$ cat config.mk
export PLATFORM = sky130hd
export DESIGN_NAME = local_inject_arbiter
export DESIGN_NICKNAME = d
export VERILOG_FILES = /design/src/rtl/local_inject_arbiter.sv
export SDC_FILE = /design/constraint.sdc
export NUM_CORES = 1
export LEC_CHECK = 0
export BUFFER_PORTS_ARGS = -buffer_cell sky130_fd_sc_hd__buf_2
export CAP_MARGIN = 20
export CELL_PAD_IN_SITES_DETAIL_PLACEMENT = 1
export CELL_PAD_IN_SITES_GLOBAL_PLACEMENT = 2
export CORE_AREA = 2 2 87 89
export CTS_CLUSTER_DIAMETER = 100
export DETAILED_ROUTE_END_ITERATION = 10
export DIE_AREA = 0 0 89 91
export PLACE_DENSITY = 0.86
export SYNTH_ARGS = -nofsm -noshare
export SYNTH_HDL_FRONTEND = slang
export SYNTH_SLANG_ARGS = --single-unit
$ cat constraint.sdc
create_clock -name clk -period 3.72 [get_ports clk]
set_clock_uncertainty 0.05 [all_clocks]
set_input_delay 0.558 -clock clk [delete_from_list [all_inputs] [get_ports clk]]
set_output_delay 0.558 -clock clk [all_outputs]
set_load 0.005 [all_outputs]
$ cat src/rtl/local_inject_arbiter.sv
// Packet-granular round-robin arbiter that merges NREQ injecting sources onto one
// router local input port through a single registered valid/ready output stage.
module local_inject_arbiter #(
    parameter int unsigned NREQ    = 4,
    parameter int unsigned DW      = 16,
    parameter int unsigned TIMEOUT = 256
) (
    input  logic                    clk,
    input  logic                    rstn,
    input  logic [NREQ-1:0]         req_valid,
    output logic [NREQ-1:0]         req_ready,
    input  logic [NREQ*DW-1:0]      req_data,
    output logic                    noc_valid,
    input  logic                    noc_ready,
    output logic [DW-1:0]           noc_data,
    output logic [$clog2(NREQ)-1:0] grant_id,
    output logic                    busy,
    output logic                    err_proto,
    output logic                    err_timeout
);

    localparam int unsigned IW = $clog2(NREQ);
    localparam int unsigned SW = $clog2(TIMEOUT + 1);
    localparam logic [SW-1:0] STALL_MAX = SW'(TIMEOUT);

    typedef enum logic {
        IDLE = 1'b0,
        LOCK = 1'b1
    } state_t;

    state_t        state;
    logic [IW-1:0] rr_ptr;
    logic [SW-1:0] stall_cnt;

    logic [DW-1:0]   flit [NREQ];
    logic [NREQ-1:0] is_head;
    logic [NREQ-1:0] is_nonhead;

    // Split the flattened bus; the top flit bit set means head or single.
    for (genvar i = 0; i < int'(NREQ); i++) begin : g_split
        assign flit[i]       = req_data[i*DW +: DW];
        assign is_head[i]    = req_valid[i] &&  flit[i][DW-1];
        assign is_nonhead[i] = req_valid[i] && !flit[i][DW-1];
    end

    // First head-presenting requester at or after rr_ptr, wrapping.
    logic          pick_found;
    logic [IW-1:0] pick_id;
    int unsigned   idx;
    always_comb begin
        pick_found = 1'b0;
        pick_id    = '0;
        idx        = 0;
        for (int unsigned k = 0; k < NREQ; k++) begin
            idx = (32'(rr_ptr) + k) % NREQ;
            if (!pick_found && is_head[IW'(idx)]) begin
                pick_found = 1'b1;
                pick_id    = IW'(idx);
            end
        end
    end

    logic [DW-1:0] g_flit;
    logic          g_valid;
    logic          g_last;
    logic          out_free;
    logic          accept;
    logic [IW-1:0] next_ptr;

    assign g_flit   = flit[grant_id];
    assign g_valid  = req_valid[grant_id];
    assign g_last   = g_flit[DW-2];
    assign out_free = !noc_valid || noc_ready;
    assign accept   = (state == LOCK) && g_valid && out_free;
    assign next_ptr = (grant_id == IW'(NREQ - 1)) ? '0 : grant_id + IW'(1);

    // Only the locked requester sees ready, and only when the output slot frees up.
    always_comb begin
        req_ready = '0;
        if (state == LOCK) begin
            req_ready[grant_id] = out_free;
        end
    end

    always_ff @(posedge clk or negedge rstn) begin
        if (!rstn) begin
            state       <= IDLE;
            rr_ptr      <= '0;
            grant_id    <= '0;
            busy        <= 1'b0;
            stall_cnt   <= '0;
            noc_valid   <= 1'b0;
            noc_data    <= '0;
            err_proto   <= 1'b0;
            err_timeout <= 1'b0;
        end else begin
            if (accept) begin
                noc_valid <= 1'b1;
                noc_data  <= g_flit;
            end else if (noc_ready) begin
                noc_valid <= 1'b0;
            end

            if ((state == IDLE) && (|is_nonhead)) begin
                err_proto <= 1'b1;
            end

            case (state)
                IDLE: begin
                    if (pick_found) begin
                        grant_id  <= pick_id;
                        state     <= LOCK;
                        busy      <= 1'b1;
                        stall_cnt <= '0;
                    end
                end
                LOCK: begin
                    if (accept) begin
                        stall_cnt <= '0;
                        if (g_last) begin
                            state  <= IDLE;
                            busy   <= 1'b0;
                            rr_ptr <= next_ptr;
                        end
                    end else if (!g_valid && (stall_cnt != STALL_MAX)) begin
                        // Only an absent source counts; router backpressure is not a stall.
                        stall_cnt <= stall_cnt + SW'(1);
                        if (stall_cnt == STALL_MAX - SW'(1)) begin
                            err_timeout <= 1'b1;
                        end
                    end
                end
                default: state <= IDLE;
            endcase
        end
    end

endmodule

# Yosys cells after proc, flatten, opt, wreduce, memory -nomap -nowiden

Index checks and enable logic that the tools add are counted.
Widths: inputs -> output; s select.

Multiplexer cells: 39
Bitwise gates (word level): 4
Reduce and logical (&&, ||, !) cells: 33
Eq/ne operators: 7
Add/sub/neg operators: 5
Magnitude comparators: 7

Operators by type and width:

| cell                | number |
|---|---|
| $bmux 16 s2         | 1 |
| $mux 16             | 2 |
| $mux 9              | 3 |
| $mux 1              | 18 |
| $pmux 9 s2          | 1 |
| $logic_and 1x1->1   | 16 |
| $lt 2x3->1 const B  | 5 |
| $bmux 1 s2          | 5 |
| $mux 2              | 5 |
| $add 9x1->9 const B | 1 |
| $eq 9x8->1 const B  | 1 |
| $logic_not 1->1     | 9 |
| $ne 9x9->1 const B  | 1 |
| $reduce_and 3->1    | 2 |
| $add 2x1->2 const B | 2 |
| $add 2x2->2 const B | 2 |
| $and 4x4->4         | 1 |
| $mux 4              | 1 |
| $ne 2x1->1 const B  | 2 |
| $pmux 1 s2          | 2 |
| $reduce_and 2->1    | 2 |
| $reduce_and 4->1    | 1 |
| $reduce_or 4->1     | 1 |
| $ge 3x3->1 const B  | 1 |
| 9 further kinds     | 10 |

Logic and storage cells: 104
Register bits: 34
Bits of input ports: 71

# Logic depth before layout (Yosys ltp)

Gate-level depths: netlist (run 1).

Depth after elaboration: 15
Mapped depth: 7
Depth with buffers taken out: 6

# Worst setup path before layout (run 1)

OpenSTA, ideal clock, no wires.

Kind: reg-to-output
Start point: register grant_id[1]
End point: output req_ready[1]
Data arrival time: 1.385 ns
Setup slack: 1.727 ns
Required time: 3.112 ns
Cell stages (with the launch flop): 6
Buffers on the path: 2
Cells stage by stage: dfrtp_1 > buf_2 > buf_1 > inv_1 > ha_1 > and3_1

Longest elaborated chain between the ends: 6
Elaborated cells on any way between the ends: 7
Classes of those cells: order compare: 2; mux: 3; bitwise: 1; reduce/logical: 1

RTL lines:

| what                                                           | RTL line | RTL |
|---|---|---|
| start, declared                                                | 16       | `output logic [$clog2(NREQ)-1:0] grant_id,` |
| start signal, assigned                                         | 111      | `grant_id <= pick_id;` |
| $lt 2x3->1 (implied by the code) or $ge 2x1->1 (tied branches) | 81       | `req_ready[grant_id] = out_free;` |
| $logic_and 1x1->1 (implied by the code)                        | 81       |  |
| $mux 1 (implied by the code)                                   | 81       |  |
| $demux 1 s2 *                                                  | 81       |  |
| $and 4x4->4 (no source line) *                                 | -        |  |
| $mux 4 *                                                       | 80       | `if (state == LOCK) begin` |
| end, declared                                                  | 11       | `output logic [NREQ-1:0] req_ready,` |

Mark *: on every way between the ends. The rest lies on a longest branch, timed or not.

# Worst setup path after layout (run 1)

Start point: register grant_id[1]
End point: register stall_cnt[1]

Longest elaborated chain between the ends: 6
Elaborated cells on any way between the ends: 10
Classes of those cells: eq/ne: 1; mux: 4; reduce/logical: 5

RTL lines:

| what                                                 | RTL line | RTL |
|---|---|---|
| $bmux 1 s2 *                                         | 71       | `assign g_valid = req_valid[grant_id];` |
| $mux 1 (implied by the code) *                       | 71       |  |
| $logic_and 1x1->1 or $logic_not 1->1 (tied branches) | 74, 125  |  |
| $logic_and 1x1->1 (on tied branches)                 | 74, 125  |  |
| $mux 9 or $ne 3x1->1 (tied branches)                 | -        |  |
| $pmux 9 s2 or $reduce_and 2->1 (tied branches)       | -        |  |
| end signal, assigned                                 | 127      | `stall_cnt <= stall_cnt + SW'(1);` |
| end, declared                                        | 33       | `logic [SW-1:0] stall_cnt;` |

Mark *: on every way between the ends. The rest lies on a longest branch, timed or not. The select of a mux whose other input is x is not followed.
A chain may end at the register's enable or synchronous reset.

==> impl_metrics.tcl, run 1 <==
set metrics [dict create \
    outcome "complete, no violations" \
    synth.top_cell.area_share_pct 40.6 \
    netlist_area_mm2 0.00210 \
    antenna_cells 0 \
    port_buffers 96 \
    cts_resized 0 \
    r2r_end "stall_cnt[1]" \
    worst_path_max_delay_cell "nand3_1" \
    clk_pin_slew_ns 0.07 \
    yosys-top-cells-count "34 x dfrtp_1, 18 x mux2_2, 17 x mux4_2, 16 x inv_1, 15 x nand2_1" \
    dr.pass1.iters 4 \
    rsz0062_at_grt "no" \
    area_growth_pct 32.3 \
    die_w_um 89 \
    startpoint "grant_id[1]" \
    max_clock_freq_ghz 0.400 \
    die-area_mm2 0.00810 \
    ioPinCount 97 \
    synth_cell_types 40 \
    vias 1862 \
    cp-end-kind "flop" \
    grt_max_degree 35 \
    crit_fanout 21 \
    dieHeight_um 91 \
    tns_ns 0 \
    cts.sinks 34 \
    path_cells "buf_4 -> mux4_2 -> nand3_1 -> a31oi_1 -> o22ai_1" \
    post-cts-setup-buffers 0 \
    drive_gt1_share_pct 52.2 \
    synth_top_area_cell "dfrtp_1" \
    slew_headroom_pct 35.9 \
    fill_cells 872 \
    wirelength_mm 5.87 \
    seq_area_frac_synth_pct 40.6 \
    hold_viol_final 0 \
    ys_ff_latch 34 \
    cts-root-buf "clkbuf_8" \
    vias_per_cell 5.02 \
    crit_type "flop to flop" \
    crit_family "simple AND/OR/NAND/NOR gates" \
    slew_viol_final 0 \
    ys_warn_count 0 \
    yosysMostFrequentCell "dfrtp_1" \
    fin_crit_sh_pct 67.2 \
    worstSetupPathDepth 5 \
    ys.flop_type "dfrtp_1" \
    hold_path.class "input pin to async pin" \
    slowest_delay_ns 0.70 \
    whs_ns 0.293 \
    setup_viol 0 \
    gp_congestion 0.834 \
    powerDensity_mw_per_mm2 655 \
    maxCapViolations 0 \
    worst_pin_slew_ns 0.959 \
    synth.area.top_cells "dfrtp_1 41%, mux4_2 18%, mux2_2 9.7%" \
    finalNetCount 350 \
    worst_slack_ns 1.22 \
    cts_max_level 2 \
    grt_pass1_wl_mm 9.69 \
    synthesis.nets 254 \
    p_leak_uw 0.00129 \
    finalCriticalPeriod_ns 2.50 \
    reg2regPathDepth 5 \
    multiInputGateArea_mm2 0.00113 \
    num_rows 31 \
    reg2reg_setup_slack_ns 1.22 \
    critPathCapture "stall_cnt[1]" \
    seqCellArea_um2 851 \
    track_usage_pct 15.3 \
    dp_slack_ns 1.00 \
    initial_core_util_pct 29.4 \
    dp_hpwl_mm 4.70 \
    cts_tree "built" \
    syn_area_per_cell_um2 11.9 \
    start_kind "flop" \
    synth-edff-count 0 \
    crit_buf_inv 1 \
    core_area_mm2 0.00714 \
    wire_per_inst_um 15.8 \
    crit_arrival_ns 2.60 \
    clk_latency_ns 0.29 \
    clockBufferDepth 2 \
    antenna_left 0 \
    initialDrtViolationCount 78 \
    grt_pass1_vias 2042 \
    required_ns 3.82 \
    synth-async-reset-ratio_pct 100 \
    r2r-start "grant_id[1]" \
    hold_buffers 0 \
    synth_cells 176 \
    postLayoutCoreUtil_pct 38.8 \
    remaining_drc_errors 0 \
    grt.overflow.total 0 \
    antenna_found_initial 0 \
    design_power_total_uw 1820 \
    cts_buffers 5 \
    ir_worst_vdd_mv 0.256 \
]
-- cell usage in the layout (no fill, tap or decap), types with 2 or more instances in the layout --
master / Yosys / final
a211oi_1: 2 / 2
a21o_1: 2 / 2
a21oi_1: 2 / 2
a31oi_1: 2 / 2
and3_1: 4 / 4
buf_2: 2 / 96
buf_4: 3 / 2
clkbuf_8: 0 / 6
dfrtp_1: 34 / 34
ha_1: 7 / 7
inv_1: 16 / 16
mux2_2: 18 / 18
mux4_2: 17 / 17
nand2_1: 15 / 15
nand3_1: 8 / 8
nand4_1: 3 / 3
nor3_1: 4 / 4
nor4b_1: 2 / 2
o21ai_0: 5 / 5
o22ai_1: 5 / 5
xnor2_1: 4 / 4
-- metal layers --
layer / vias to the layer above / share of wire (%) / GRT usage [%]
met4: 0 / 1.2 / 2.61
met2: 56 / 56 / 28.2
met5: - / 0 / 0
li1: 851 / - / -
met3: 9 / 5.7 / 4.64
met1: 946 / 37 / 17.4
-- worst min path at each step --
stage	slack, ns	end	cells past startpoint	from
3_5_place_dp	0.41	err_timeout	1	err_timeout
3_3_place_gp	0.41	err_timeout	1	err_timeout
2_1_floorplan	0.21	busy	0	rstn
4_1_cts	0.32	noc_valid	1	rstn
6_report	0.29	noc_valid	1	rstn
5_1_grt	0.36	noc_valid	1	rstn
-- through the flow --
| step | instances | instance area, um^2 |
|---|---|---|
| detailed placement | 364 | 2660 |
| global placement | 364 | 2660 |
| floorplan | 176 | 2100 |
| finish | 371 | 2770 |
| global route | 371 | 2770 |
| CTS | 371 | 2770 |
-- flip-flops by register name, summed over array words and instances (netlist names) --
register,cells
rr_ptr,2
noc_data,16
err_timeout,1
stall_cnt,9
state,1
noc_valid,1
err_proto,1
busy,1
grant_id,2
-- kinds of logic (layout without fill, tap and decap cells) --
family,Yosys count,after routing,share of synthesized area (%)
buffers and inverters,25,121,5.49
muxes,36,36,28.4
DFF,34,34,40.6
AOI/OAI and AO/OA,28,28,9.13
adders and majority gates,7,7,4.18
and+or+nand+nor,42,42,10.5
xor gates and xnor gates,4,4,1.67
-- power breakdown --
part	total, uW	switching [uW]	internal, uW
clock network	346	132	214
logic	863	399	464
registers	606	97.2	509
total	1820	628	1190
-- layout make-up --
class                           count  area share [%]
Multi-Input combinational cell    117            40.7
Sequential cell                    34            30.7
Timing Repair Buffer               98            17.9
Tap cell                           99            4.47
Clock buffer                        6            2.98
Inverter                           16            2.17
Clock inverter                      1            1.08
Note: power is estimated with default switching activity, not from simulation.
==> inputs of run 2 (changes only) <==
ABC_AREA = 1   (was not set)
CORE_AREA = 2 2 109 111   (was 2 2 87 89)
DIE_AREA = 0 0 111 113   (was 0 0 89 91)
PLACE_DENSITY = 0.78   (was 0.86)
clock period = 2.1 ns   (was 3.72 ns; I/O delays follow)
==> run 2 against run 1 <==
- core utilization shrank 9.0 points
- total power grew to 2.5 times the previous value
- synthesized area grew 22%
- via count grew 55%
- critical path depth is the same
- die area grew 55%
- count of clock-buffer cells in the layout grew 1
- clock power grew 110%
- synthesized cell count grew 120%
- final cell count grew 68%
- largest cell class unchanged
==> impl_metrics.tcl, run 2 <==
set metrics [dict create \
    crit_type "flop to output pin" \
    synthesis.nets 461 \
    synth_top_family_by_area "simple AND/OR/NAND/NOR gates" \
    antenna_found_initial 0 \
    largest_reg_flops 16 \
    required_ns 1.74 \
    clockBufferDepth 2 \
    dieHeight_um 113 \
    comb_power_share_pct 58.5 \
    swShare_pct 48.8 \
    met1_usage_pct 19.7 \
    seq_area_frac_synth_pct 33.4 \
    port_buffers 96 \
    start_kind "flop" \
    clockPowerShare_pct 16.3 \
    slew_headroom_pct 67.8 \
    vias 2884 \
    worst_pin_slew_ns 0.482 \
    grt_pass1_wl_mm 15.1 \
    clk_pin_slew_ns 0.06 \
    finalNetCount 559 \
    dp_hpwl_mm 7.18 \
    design_power_total_uw 4540 \
    fill_cells 1442 \
    area_growth_pct 32.1 \
    met3_usage_pct 2.36 \
    cts.sinks 34 \
    synth_top_area_cell "dfrtp_1" \
    ioPinCount 97 \
    use_met2_pct 25.4 \
    syn_area_per_cell_um2 6.65 \
    p_leak_uw 0.00180 \
    whs_ns 0.339 \
    remaining_drc_errors 0 \
    hold_viol_final 0 \
    die_w_um 111 \
    slew_viol_final 0 \
    synth_cell_types 31 \
    ys.flop_type "dfrtp_1" \
    worst_path_max_delay_cell "dfrtp_1" \
    synth-edff-count 0 \
    drive_gt1_share_pct 30.5 \
    track_usage_pct 14.7 \
    synth.top_cell.area_share_pct 33.4 \
    crit_fanout 34 \
    num_rows 39 \
    wirelength_mm 9.15 \
    dp_slack_ns 0.195 \
    worst_slack_ns 0.109 \
    antenna_cells 0 \
    powerDensity_mw_per_mm2 1350 \
    cts_max_level 2 \
    p_int_uw 2330 \
    post-cts-setup-buffers 0 \
    yosysMostFrequentCell "nand2_1" \
    initialDrtViolationCount 133 \
    synth-simple-area-share_pct 42.1 \
    synth_compound_area_share_pct 13.3 \
    rsz0062_at_grt "no" \
    ir_worst_vdd_mv 0.461 \
    synth_fa_ha_area_share_pct 3.44 \
    cts-root-buf "clkbuf_16" \
    synth_cells 383 \
    synth.area.top_cells "dfrtp_1 33%, nand2_1 18%, nor2_1 7.8%" \
    max_clock_freq_ghz 0.502 \
    dr.pass1.iters 4 \
    ys_warn_count 0 \
    gp_congestion 0.846 \
    crit_buf_inv 3 \
    wire_per_inst_um 14.6 \
    crit_family "buffers and inverters" \
    largest-register "noc_data" \
    cts_buffers 5 \
    setup_viol 0 \
    cp-end-kind "output pin" \
    globalRoute.busiestLayer "met2" \
    fin_crit_sh_pct 94.8 \
    final_common_cell "nand2_1" \
    initial_core_util_pct 22.6 \
    netlist_area_mm2 0.00255 \
    core_area_mm2 0.0113 \
    maxCapViolations 0 \
    largestRegisters "noc_data (16), stall_cnt (9)" \
    grt_pass1_vias 2988 \
    clk_latency_ns 0.27 \
    grt.overflow.total 0 \
    ys_ff_latch 34 \
    seqPwrFrac_pct 25.2 \
    yosys-top-cells-count "123 x nand2_1, 53 x nor2_1, 35 x o21ai_0, 34 x dfrtp_1, 29 x nand3_1" \
    tns_ns 0 \
    p_sw_uw 2220 \
    cts_tree "built" \
    finalCriticalPeriod_ns 1.99 \
    hold_path.class "input pin to flop" \
    grt_max_degree 35 \
    yosys.area_share.xor_xnor_pct 0.344 \
    final_cell_mix "123 x nand2_1, 96 x buf_2, 53 x nor2_1" \
    path_cells "buf_6 -> ha_1 -> inv_1 -> nor2_1 -> buf_2" \
    die-area_mm2 0.0125 \
    slowest_delay_ns 0.48 \
    outcome "complete, no violations" \
    crit_arrival_ns 1.63 \
    synth-async-reset-ratio_pct 100 \
    vias_per_cell 4.61 \
    antenna_left 0 \
    synthMuxAreaShare_pct 0 \
]
==> run 2: cell types whose count changed after synthesis, moves of 5 or more <==
cell | before | now
o22ai_1 | 5 | 17
nand3_1 | 8 | 29
mux2_2 | 18 | 0
nor2_1 | 0 | 53
nand2_2 | 0 | 9
inv_2 | 0 | 5
clkbuf_1 | 2 | 8
nand2_1 | 15 | 123
nand2_4 | 0 | 5
mux4_2 | 17 | 0
nand3_2 | 0 | 5
o21ai_0 | 5 | 35
==> run 2: stage by stage <==
step / std cells / area (um^2) / util, %
2_1_floorplan: 383 / 2550 / -
3_3_place_gp: 616 / 3200 / 28.4
3_5_place_dp: 616 / 3200 / 28.4
4_1_cts: 625 / 3360 / 29.8
5_1_grt: 625 / 3370 / 29.9
6_report: 625 / 3370 / 29.9
==> run 2: layer usage <==
metal  vias up  wire, um
met4         0        45
li1       1442         -
met3         2       384
met5         -         0
met1      1369      4400
met2        71      4320
==> run 2: what timing repair did <==
action	CTS	global route
endpoints found under the hold margin	17	0
setup endpoints to repair	1	10
hold buffers	1	0
resized for setup	1	2
==> run 2: worst paths after layout <==
check,startpoint,end,slack (ns),cells after the start
max,grant_id[0],req_ready[3],0.11,5
min,noc_ready,noc_valid,0.34,4
max reg2reg,grant_id[0],stall_cnt[5],0.25,9
min reg2reg,err_timeout,err_timeout,0.40,1
max in group asynchronous,rstn,noc_data[7],0.98,3
min in group asynchronous,rstn,noc_data[13],0.49,2
==> run 2: power by group through the flow <==
stage | registers (uW) | clock network [uW] | logic, uW
detailed placement | 1150 | 0 | 2680
finish | 1140 | 741 | 2660
floorplan | 1070 | 0 | 1870
global placement | 1140 | 0 | 2600
CTS | 1150 | 765 | 2700
global route | 1180 | 793 | 3020
==> run 2: layout make-up <==
| cell class | count | area, um^2 | share of cell area [%] |
|---|---|---|---|
| Tap cell | 143 | 179 | 5.32 |
| Clock inverter | 1 | 5.00 | 0.149 |
| Multi-Input combinational cell | 306 | 1510 | 44.8 |
| Clock buffer | 7 | 143 | 4.24 |
| Sequential cell | 34 | 852 | 25.3 |
| Inverter | 26 | 100 | 2.97 |
| Timing Repair Buffer | 108 | 581 | 17.2 |
==> run 2: cells by family after synthesis <==
group / count (synthesis)
DFF: 34
AOI/OAI and AO/OA: 60
adders and majority gates: 7
xor gates and xnor gates: 1
buffers and inverters: 43
and+or+nand+nor: 238
==> run 2: worst min-delay path, delay by kind of cell <==
| family | cells | cell delay, ns |
|---|---|---|
| buf+inv | 2 | 0.19 |
| simple gates | 2 | 0.11 |
